**src/rtl/find_set_enumerator.sv**
```systemverilog
// find_set_enumerator: accepts a WIDTH-bit vector and emits the index of every set bit,
// one handshaked beat per bit, in ascending or descending order chosen per request.
`default_nettype none

module find_set_enumerator #(
  parameter int WIDTH         = 32,
  parameter     INSTANCE_NAME = "FES",
  localparam int IW           = $clog2(WIDTH) + 1
) (
  input  logic             i_clk,
  input  logic             i_rst,
  input  logic             i_valid,
  output logic             o_ready,
  input  logic [WIDTH-1:0] i_data,
  input  logic             i_msb_first,
  input  logic             i_abort,
  output logic             o_valid,
  input  logic             i_ready,
  output logic [IW-1:0]    o_index,
  output logic [IW-1:0]    o_seq,
  output logic [IW-1:0]    o_remaining,
  output logic             o_last,
  output logic             o_empty
);

  if (WIDTH < 2) begin : g_width_check
    $error("%s: WIDTH must be at least 2", INSTANCE_NAME);
  end

  typedef enum logic [0:0] {
    S_IDLE = 1'b0,
    S_SCAN = 1'b1
  } state_t;

  state_t           state_q, state_d;
  logic [WIDTH-1:0] mask_q, mask_d;
  logic             mode_q, mode_d;
  logic [IW-1:0]    seq_q, seq_d;

  logic [IW-1:0]    lo_idx;
  logic [IW-1:0]    hi_idx;
  logic [IW-1:0]    pop_cnt;
  logic             accept;

  always_ff @(posedge i_clk or posedge i_rst) begin
    if (i_rst) begin
      state_q <= S_IDLE;
      mask_q  <= '0;
      mode_q  <= 1'b0;
      seq_q   <= '0;
    end else begin
      state_q <= state_d;
      mask_q  <= mask_d;
      mode_q  <= mode_d;
      seq_q   <= seq_d;
    end
  end

  // An empty mask leaves both finders at WIDTH, which is the empty-beat index.
  always_comb begin
    lo_idx  = IW'(WIDTH);
    hi_idx  = IW'(WIDTH);
    pop_cnt = '0;
    for (int i = WIDTH - 1; i >= 0; i--) begin
      if (mask_q[i]) lo_idx = IW'(i);
    end
    for (int i = 0; i < WIDTH; i++) begin
      if (mask_q[i]) hi_idx = IW'(i);
      pop_cnt = pop_cnt + IW'(mask_q[i]);
    end
  end

  assign o_valid     = (state_q == S_SCAN);
  assign o_index     = mode_q ? hi_idx : lo_idx;
  assign o_seq       = seq_q;
  assign o_remaining = pop_cnt;
  assign o_last      = (pop_cnt <= IW'(1));
  assign o_empty     = (mask_q == '0);

  // The SCAN term lets the next request load on the final beat with no bubble.
  assign o_ready = !i_rst && !i_abort &&
                   ((state_q == S_IDLE) || ((state_q == S_SCAN) && o_last && i_ready));
  assign accept  = i_valid && o_ready;

  always_comb begin
    state_d = state_q;
    mask_d  = mask_q;
    mode_d  = mode_q;
    seq_d   = seq_q;
    case (state_q)
      S_IDLE: begin
        if (accept) begin
          state_d = S_SCAN;
          mask_d  = i_data;
          mode_d  = i_msb_first;
          seq_d   = '0;
        end
      end
      S_SCAN: begin
        if (i_abort) begin
          state_d = S_IDLE;
          mask_d  = '0;
          seq_d   = '0;
        end else if (i_ready) begin
          if (!o_last) begin
            mask_d = mask_q & ~(WIDTH'(1) << o_index);
            seq_d  = seq_q + IW'(1);
          end else if (accept) begin
            mask_d = i_data;
            mode_d = i_msb_first;
            seq_d  = '0;
          end else begin
            state_d = S_IDLE;
            mask_d  = '0;
            seq_d   = '0;
          end
        end
      end
      default: state_d = S_IDLE;
    endcase
  end

endmodule

`default_nettype wire

```
**config.mk**
```make
export PLATFORM = sky130hd
export DESIGN_NAME = find_set_enumerator
export DESIGN_NICKNAME = d
export VERILOG_FILES = /design/src/rtl/find_set_enumerator.sv
export SDC_FILE = /design/constraint.sdc
export NUM_CORES = 1
export LEC_CHECK = 0
export CORE_ASPECT_RATIO = 0.75
export CORE_UTILIZATION = 45
export CTS_CLUSTER_SIZE = 24
export DETAILED_ROUTE_END_ITERATION = 16
export DONT_BUFFER_PORTS = 1
export GPL_TIMING_DRIVEN = 0
export PLACE_DENSITY = 0.59
export SLEW_MARGIN = 10
export SYNTH_ARGS = -nofsm -noshare
export SYNTH_HDL_FRONTEND = slang
export SYNTH_SLANG_ARGS = --single-unit
```
**constraint.sdc**
```tcl
create_clock -name i_clk -period 7.3 [get_ports i_clk]
set_input_delay 1.46 -clock i_clk [delete_from_list [all_inputs] [get_ports i_clk]]
set_output_delay 1.46 -clock i_clk [all_outputs]
set_load 0.03 [all_outputs]
```
==> results of run 1 <==
[worst paths after layout]
check / from / end / slack, ps / cells after the start
hold reg to reg: mask_q[25] / mask_q[25] / 590 / 2
hold / removal: mask_q[25] / mask_q[25] / 590 / 2
max in group asynchronous: i_rst / mask_q[19] / 5740 / 2
setup / recovery: mask_q[19] / o_ready / 5 / 20
min in group asynchronous: i_rst / mask_q[12] / 1060 / 1
setup reg to reg: mask_q[19] / o_valid / 110 / 34
[cell families (layout without fill, tap and decap cells)]
kind of cell / count (synthesis) / count (layout) / synth area share
xor gates and xnor gates: 1 / 1 / 0.002092
adders and majority gates: 33 / 33 / 0.1416
DFF: 40 / 40 / 0.2390
AOI/OAI and AO/OA: 172 / 172 / 0.3236
muxes: 1 / 1 / 0.002689
and+or+nand+nor: 148 / 148 / 0.2038
buffers and inverters: 81 / 111 / 0.08724
[repair_timing]
item	4_1_cts	5_1_grt
buffers inserted	21	2
pin swaps	9	11
endpoints found under the setup margin	2	2
gates resized for setup	24	16
[layout by cell type (no fill, tap or decap), types with 5 or more instances in the layout]
cell       instances
o31ai_1            8
a221o_1           19
nand2_1           37
dfrtp_1           33
inv_1             39
clkbuf_16          6
buf_4             23
nand2b_1           8
nand4_1            6
nor3_1            15
nand3_1            9
o21ai_0           23
a21o_1             6
a22oi_1           25
o21a_1             6
nor2_1            23
nor4_2             6
buf_6              8
ha_1               8
buf_2             10
a211o_1            5
dfrtp_2            7
fa_1              22
a2bb2oi_1         11
clkbuf_1          13
a21oi_1           18
inv_2              5
[layer usage]
layer / part of all wire / track usage / vias to the layer above
met2: 0.42 / 0.4501 / 250
met4: 0.021 / 0.08493 / 0
li1: - / - / 1840
met3: 0.099 / 0.06290 / 33
met1: 0.46 / 0.4717 / 2021
met5: 0 / 0 / -
[layout make-up]
cell class | instances | area [um2]
multi-input cells | 355 | 2890
repair buffers | 23 | 192.7
plain buffers | 34 | 217.7
fillers | 818 | 4230
clock buffers | 5 | 125.1
flip-flops and latches | 40 | 1010
clock inverters | 3 | 42.54
inverters | 46 | 177.7
well taps | 128 | 160.2
[sequential cells by signal, indices dropped and copies added, names as in the netlist]
signal   cells
mask_q      32
o_seq        6
mode_q       1
o_valid      1
[worst min-delay path, cell delays in order, from the launching register on]
cell,delay (ps)
dfrtp_2,400
a22oi_1,90
o31ai_1,60
[through the flow]
step           hold slack, ps  utilization  setup slack, ps  instances
6_report                585.8       0.5324            5.105        634
3_3_place_gp            617.5       0.4808           -345.6        604
5_1_grt                 626.5       0.5324           -135.5        634
4_1_cts                 647.0       0.5281           0.9766        634
3_5_place_dp            614.6       0.4830           -447.1        605
2_1_floorplan           563.1            -            67.15        476
==> out/qor.json, run 1 <==
{
  "floorplanning": {
    "core_region_area_mm2": 0.009046,
    "die_w_um": 113.4,
    "die_h_um": 85.55,
    "initial_utilization": 0.4629,
    "boundaryPins": 60,
    "std_cell_rows": 30,
    "die-area_mm2": 0.009700
  },
  "clock_tree": {
    "cts_hold_buf": 0,
    "clk_root_buffer_cell": "clkbuf_16",
    "clk_pin_slew_ps": 70,
    "tritoncts_clock_tree": "yes",
    "cts_inserted_buffers": 5,
    "clock-sinks": 40,
    "cts_max_path_buffers": 2,
    "htree_levels": 2,
    "insertion_delay_ps": 300
  },
  "critical_path": {
    "worst_ep_arrival_time_ps": 5830,
    "timing.critical_path.buf_inv": 5,
    "crit_required_ps": 5840,
    "crit_path_max_fanout": 8,
    "timing.setup.critical_path_class": "reg -> out",
    "timing.critical_path.to_type": "output port",
    "timing.critical_path.from_type": "flop",
    "worst_path_max_delay_cell": "fa_1",
    "critical_path.cell_chain": "fa_1 > inv_1 > fa_1 > inv_2 > fa_1 > inv_1 > fa_1 > fa_2 > fa_1 > inv_2 > ha_4 > fa_2 > xor2_4 > nor2_1 > o221a_2 > and2_4 > clkbuf_16 > nand2_4 > nand2_4 > and2_4",
    "crit_top_cell": "fa_1",
    "max_stage_delay_ps": 550,
    "cpLargestDelayFamily": "adder cells"
  },
  "finish": {
    "post_route_cells_drive_above_1_share": 0.2213,
    "finish.instance_area_mm2": 0.004816,
    "antenna_cells": 0,
    "nNetsFinal": 576,
    "layout-area-overhead-vs-synth_pct": 15.00
  },
  "placement": {
    "globalplace.congestion": 0.9933,
    "dpl.hpwl_um": 10730,
    "placed_area_mm2": 0.004369,
    "buffers_on_ports": 0
  },
  "yosys": {
    "synthDistinctLibCells": 73,
    "netlist_area_mm2": 0.004188,
    "dominantRegCellSynth": "dfrtp_1",
    "synth_enable_flop_cells": 0,
    "synth.top_cells.by_count": "inv_1, dfrtp_1, nand2_1",
    "ys_async_sr_fraction": 1.000,
    "post_synthesis_register_bit_count": 40,
    "post-synth-top-count-cell": "inv_1",
    "post-synth-top-area-cell": "dfrtp_1",
    "synth_seq_area_share": 0.2390,
    "syn_inst": 476,
    "synthTopCellsByArea": "dfrtp_1, fa_1, a221o_1, a22oi_1, inv_1",
    "synth.net_count": 547,
    "syn_avg_cell_area_um2": 8.798,
    "synth_top_cell_area_share": 0.2390,
    "yosys_warnings": 0
  },
  "sta": {
    "setup-tns-final_ps": 0,
    "fmax_mhz": 137.1,
    "slew_viol_final": 0,
    "worst_case_headroom_to_the_max_slew_limit": 0.3292,
    "worst_pin_slew_ps": 998.5,
    "post-route-period-util": 0.9993,
    "hold_viol_final": 0,
    "setup_violations": 0,
    "rsz0062_at_grt": "true",
    "post-route-min-period_ps": 7295,
    "finalClockSkew_ps": 6.341
  },
  "routing": {
    "routed_wl_um": 14620,
    "final_antenna_net_count": 0,
    "dr_total_vias": 4144,
    "drc": 0,
    "dr_wl_cell_um": 23.06,
    "drt_pass1_iterations": 5,
    "drt_iter0_drc": 389,
    "drt-vias-per-instance": 6.536
  },
  "min_path": {
    "worst_hold_path_type": "reg -> reg"
  },
  "global_route": {
    "grt.overflow.total": 0,
    "global_route_wire_length_before_repair_um": 22490,
    "grt_usage": 0.3119,
    "grt_antenna_before_repair": 0,
    "vias_in_the_first_global_route": 3860,
    "maximum_number_of_pins_on_one_net_before_global_route_repair": 25
  },
  "status": {
    "run_status": "finished clean"
  },
  "job": {
    "drv.max_cap_violation_count": 0
  }
}
Power of run 1 is left out: the tool's default activity adds up to more than one toggle a clock period on the data nets, which glitch-free logic cannot reach.
==> run 2: changes to the inputs <==
--- a/config.mk
+++ b/config.mk
@@ -6,11 +6,12 @@
 export NUM_CORES = 1
 export LEC_CHECK = 0
 export CORE_ASPECT_RATIO = 0.75
-export CORE_UTILIZATION = 45
+export CORE_UTILIZATION = 35
 export CTS_CLUSTER_SIZE = 24
 export DETAILED_ROUTE_END_ITERATION = 16
 export DONT_BUFFER_PORTS = 1
 export GPL_TIMING_DRIVEN = 0
+export MAX_ROUTING_LAYER = met4
 export PLACE_DENSITY = 0.59
 export SLEW_MARGIN = 10
 export SYNTH_ARGS = -nofsm -noshare
==> out/qor.json, run 2 (synthesized netlist as in run 1, its figures left out) <==
{
  "finish": {
    "final_cell_mix": {"value": "inv_1, nand2_1, dfrtp_1", "change": "unchanged"},
    "layout_commonest_cell": {"value": "inv_1", "change": "unchanged"},
    "flip_flop_count_of_the_largest_register_all_copies_and_words_added": {"value": 32, "change": "unchanged"},
    "largest_register": {"value": "mask_q", "change": "unchanged"},
    "nNetsFinal": {"value": 564, "change": "was 576"},
    "finish.instance_area": {"value": 0.004722, "unit": "mm2", "change": "was 0.004816 mm2"},
    "antenna_cells": {"value": 0, "change": "unchanged"},
    "post_route_cells_drive_above_1_share": {"value": 0.1907, "change": "was 0.2213"},
    "layout-area-overhead-vs-synth": {"value": 12.76, "unit": "%", "change": "was 15.00%"}
  },
  "sta": {
    "setup-tns-final": {"value": 0, "unit": "ps", "change": "unchanged"},
    "post-route-min-period": {"value": 7210, "unit": "ps", "change": "was 7295 ps"},
    "rsz0062_at_grt": {"value": "true", "change": "unchanged"},
    "setup_violations": {"value": 0, "change": "unchanged"},
    "slew_viol_final": {"value": 0, "change": "unchanged"},
    "post-route-period-util": {"value": 0.9877, "change": "was 0.9993"},
    "hold_viol_final": {"value": 0, "change": "unchanged"},
    "worst_pin_slew": {"value": 984.1, "unit": "ps", "change": "was 998.5 ps"},
    "finalClockSkew": {"value": 8.079, "unit": "ps", "change": "was 6.341 ps"},
    "fmax": {"value": 138.7, "unit": "MHz", "change": "was 137.1 MHz"},
    "worst_case_headroom_to_the_max_slew_limit": {"value": 0.3389, "change": "was 0.3292"}
  },
  "routing": {
    "drc": {"value": 0, "change": "unchanged"},
    "drt_pass1_iterations": {"value": 5, "change": "unchanged"},
    "route.met2.wl": {"value": 6159, "unit": "um", "change": "was 6191 um"},
    "wl_met3": {"value": 1381, "unit": "um", "change": "was 1451 um"},
    "drt-vias-per-instance": {"value": 6.180, "change": "was 6.536"},
    "routed_wl": {"value": 14540, "unit": "um", "change": "was 14620 um"},
    "dr_wl_cell": {"value": 22.19, "unit": "um", "change": "was 23.06 um"},
    "route.layer.met1.wl": {"value": 6710, "unit": "um", "change": "was 6675 um"},
    "top_signal_layer_used": {"value": "met4", "change": "unchanged"},
    "final_antenna_net_count": {"value": 0, "change": "unchanged"},
    "dr_total_vias": {"value": 4048, "change": "was 4144"},
    "drt_iter0_drc": {"value": 360, "change": "was 389"}
  },
  "clock_tree": {
    "insertion_delay": {"value": 290, "unit": "ps", "change": "was 300 ps"},
    "htree_levels": {"value": 2, "change": "unchanged"},
    "tritoncts_clock_tree": {"value": "yes", "change": "unchanged"},
    "clk_root_buffer_cell": {"value": "clkbuf_16", "change": "unchanged"},
    "cts_hold_buf": {"value": 0, "change": "unchanged"},
    "cts_max_path_buffers": {"value": 2, "change": "unchanged"},
    "clk_pin_slew": {"value": 60, "unit": "ps", "change": "was 70 ps"},
    "cts_inserted_buffers": {"value": 5, "change": "unchanged"},
    "clock-sinks": {"value": 40, "change": "unchanged"}
  },
  "floorplanning": {
    "std_cell_rows": {"value": 34, "change": "was 30"},
    "die_w": {"value": 128.3, "unit": "um", "change": "was 113.4 um"},
    "die_h": {"value": 96.73, "unit": "um", "change": "was 85.55 um"},
    "initial_utilization": {"value": 0.3606, "change": "was 0.4629"},
    "die-area": {"value": 0.01241, "unit": "mm2", "change": "was 0.009700 mm2"},
    "core_region_area": {"value": 0.01161, "unit": "mm2", "change": "was 0.009046 mm2"},
    "boundaryPins": {"value": 60, "change": "unchanged"}
  },
  "placement": {
    "dpl.hpwl": {"value": 11420, "unit": "um", "change": "was 10730 um"},
    "placed_area": {"value": 0.004417, "unit": "mm2", "change": "was 0.004369 mm2"},
    "buffers_on_ports": {"value": 0, "change": "unchanged"},
    "globalplace.congestion": {"value": 1.009, "change": "was 0.9933"}
  },
  "critical_path": {
    "worst_ep_arrival_time": {"value": 5750, "unit": "ps", "change": "was 5830 ps"},
    "crit_path_max_fanout": {"value": 8, "change": "unchanged"},
    "depth_of_the_worst_register_to_register_path": {"value": 21, "change": "was 34"},
    "timing.setup.critical_path_class": {"value": "reg -> out", "change": "unchanged"},
    "timing.critical_path.to_type": {"value": "output port", "change": "unchanged"},
    "timing.critical_path.from_type": {"value": "flop", "change": "unchanged"},
    "crit_required": {"value": 5840, "unit": "ps", "change": "about the same"}
  },
  "global_route": {
    "maximum_number_of_pins_on_one_net_before_global_route_repair": {"value": 25, "change": "unchanged"},
    "grt.overflow.total": {"value": 0, "change": "unchanged"},
    "global_route_wire_length_before_repair": {"value": 22880, "unit": "um", "change": "was 22490 um"},
    "vias_in_the_first_global_route": {"value": 3912, "change": "was 3860"},
    "grt_antenna_before_repair": {"value": 0, "change": "unchanged"},
    "grt_usage": {"value": 0.2511, "change": "was 0.3119"}
  },
  "min_path": {
    "holdPathStages": {"value": 2, "change": "unchanged"},
    "worst_hold_path_type": {"value": "reg -> reg", "change": "unchanged"}
  },
  "status": {
    "run_status": {"value": "finished clean", "change": "unchanged"}
  },
  "job": {
    "drv.max_cap_violation_count": {"value": 0, "change": "unchanged"}
  }
}
run 2: cell types whose count changed in the layout (fill, tap and decap cells not counted), moves of 2 or more:
cell,previous run,this run
buf_4,23,11
nand2_4,2,0
dfrtp_2,7,5
dfrtp_1,33,35
buf_6,8,6
nand2_1,37,39
run 2: worst max-delay path: stages (launching register included):
cell     delay (ps)
dfrtp_2         450
fa_1            510
inv_1            50
fa_1            500
inv_1            60
fa_1            490
inv_2            50
fa_1            570
fa_1            450
fa_1            540
inv_2            50
ha_4            160
fa_2            410
xor2_4          210
nor2_2          110
o221a_4         210
and2_4          160
buf_12          130
nand2_1          60
nand2_1          80
and2_4          200
run 2: worst paths after layout:
check,startpoint,endpoint,slack (ps)
max in group asynchronous,i_rst,mask_q[25],5750
min in group asynchronous,i_rst,mask_q[31],1050
setup reg to reg,mask_q[19],mask_q[1],770
setup / recovery,mask_q[19],o_ready,90
hold / removal,mask_q[25],mask_q[25],600
hold reg to reg,mask_q[25],mask_q[25],600
run 2: layer usage:
metal	vias up	GRT usage
met4	0	0.05973
met3	26	0.06582
met2	190	0.3435
met1	2014	0.3652
met5	-	-
li1	1818	-
run 2: final cells by class:
type	count	area, um2
Fill cell	1149	6892
Inverter	46	175.2
Buffer	35	225.2
Clock inverter	1	5.005
Sequential cell	40	1007
Clock buffer	6	128.9
Timing Repair Buffer	10	87.58
Multi-Input combinational cell	355	2890
Tap cell	162	202.7
run 2: through the flow:
step           utilization  hold slack, ps  cells  setup slack (ps)
6_report            0.4066           602.1    655             89.63
5_1_grt             0.4066           632.8    655            -96.35
4_1_cts             0.3983           652.0    648             11.98
3_5_place_dp        0.3803           618.6    639            -361.3
3_3_place_gp        0.3782           609.4    638            -314.9
2_1_floorplan            -           563.1    476             67.15
run 2: what timing repair did:
action                                  CTS  global route
gates resized for setup                  18            15
endpoints found under the hold margin     0             0
pin swaps                                 5             7
endpoints found under the setup margin    2             1
setup buffers                             2             7
Power of run 2 is left out for the same reason.
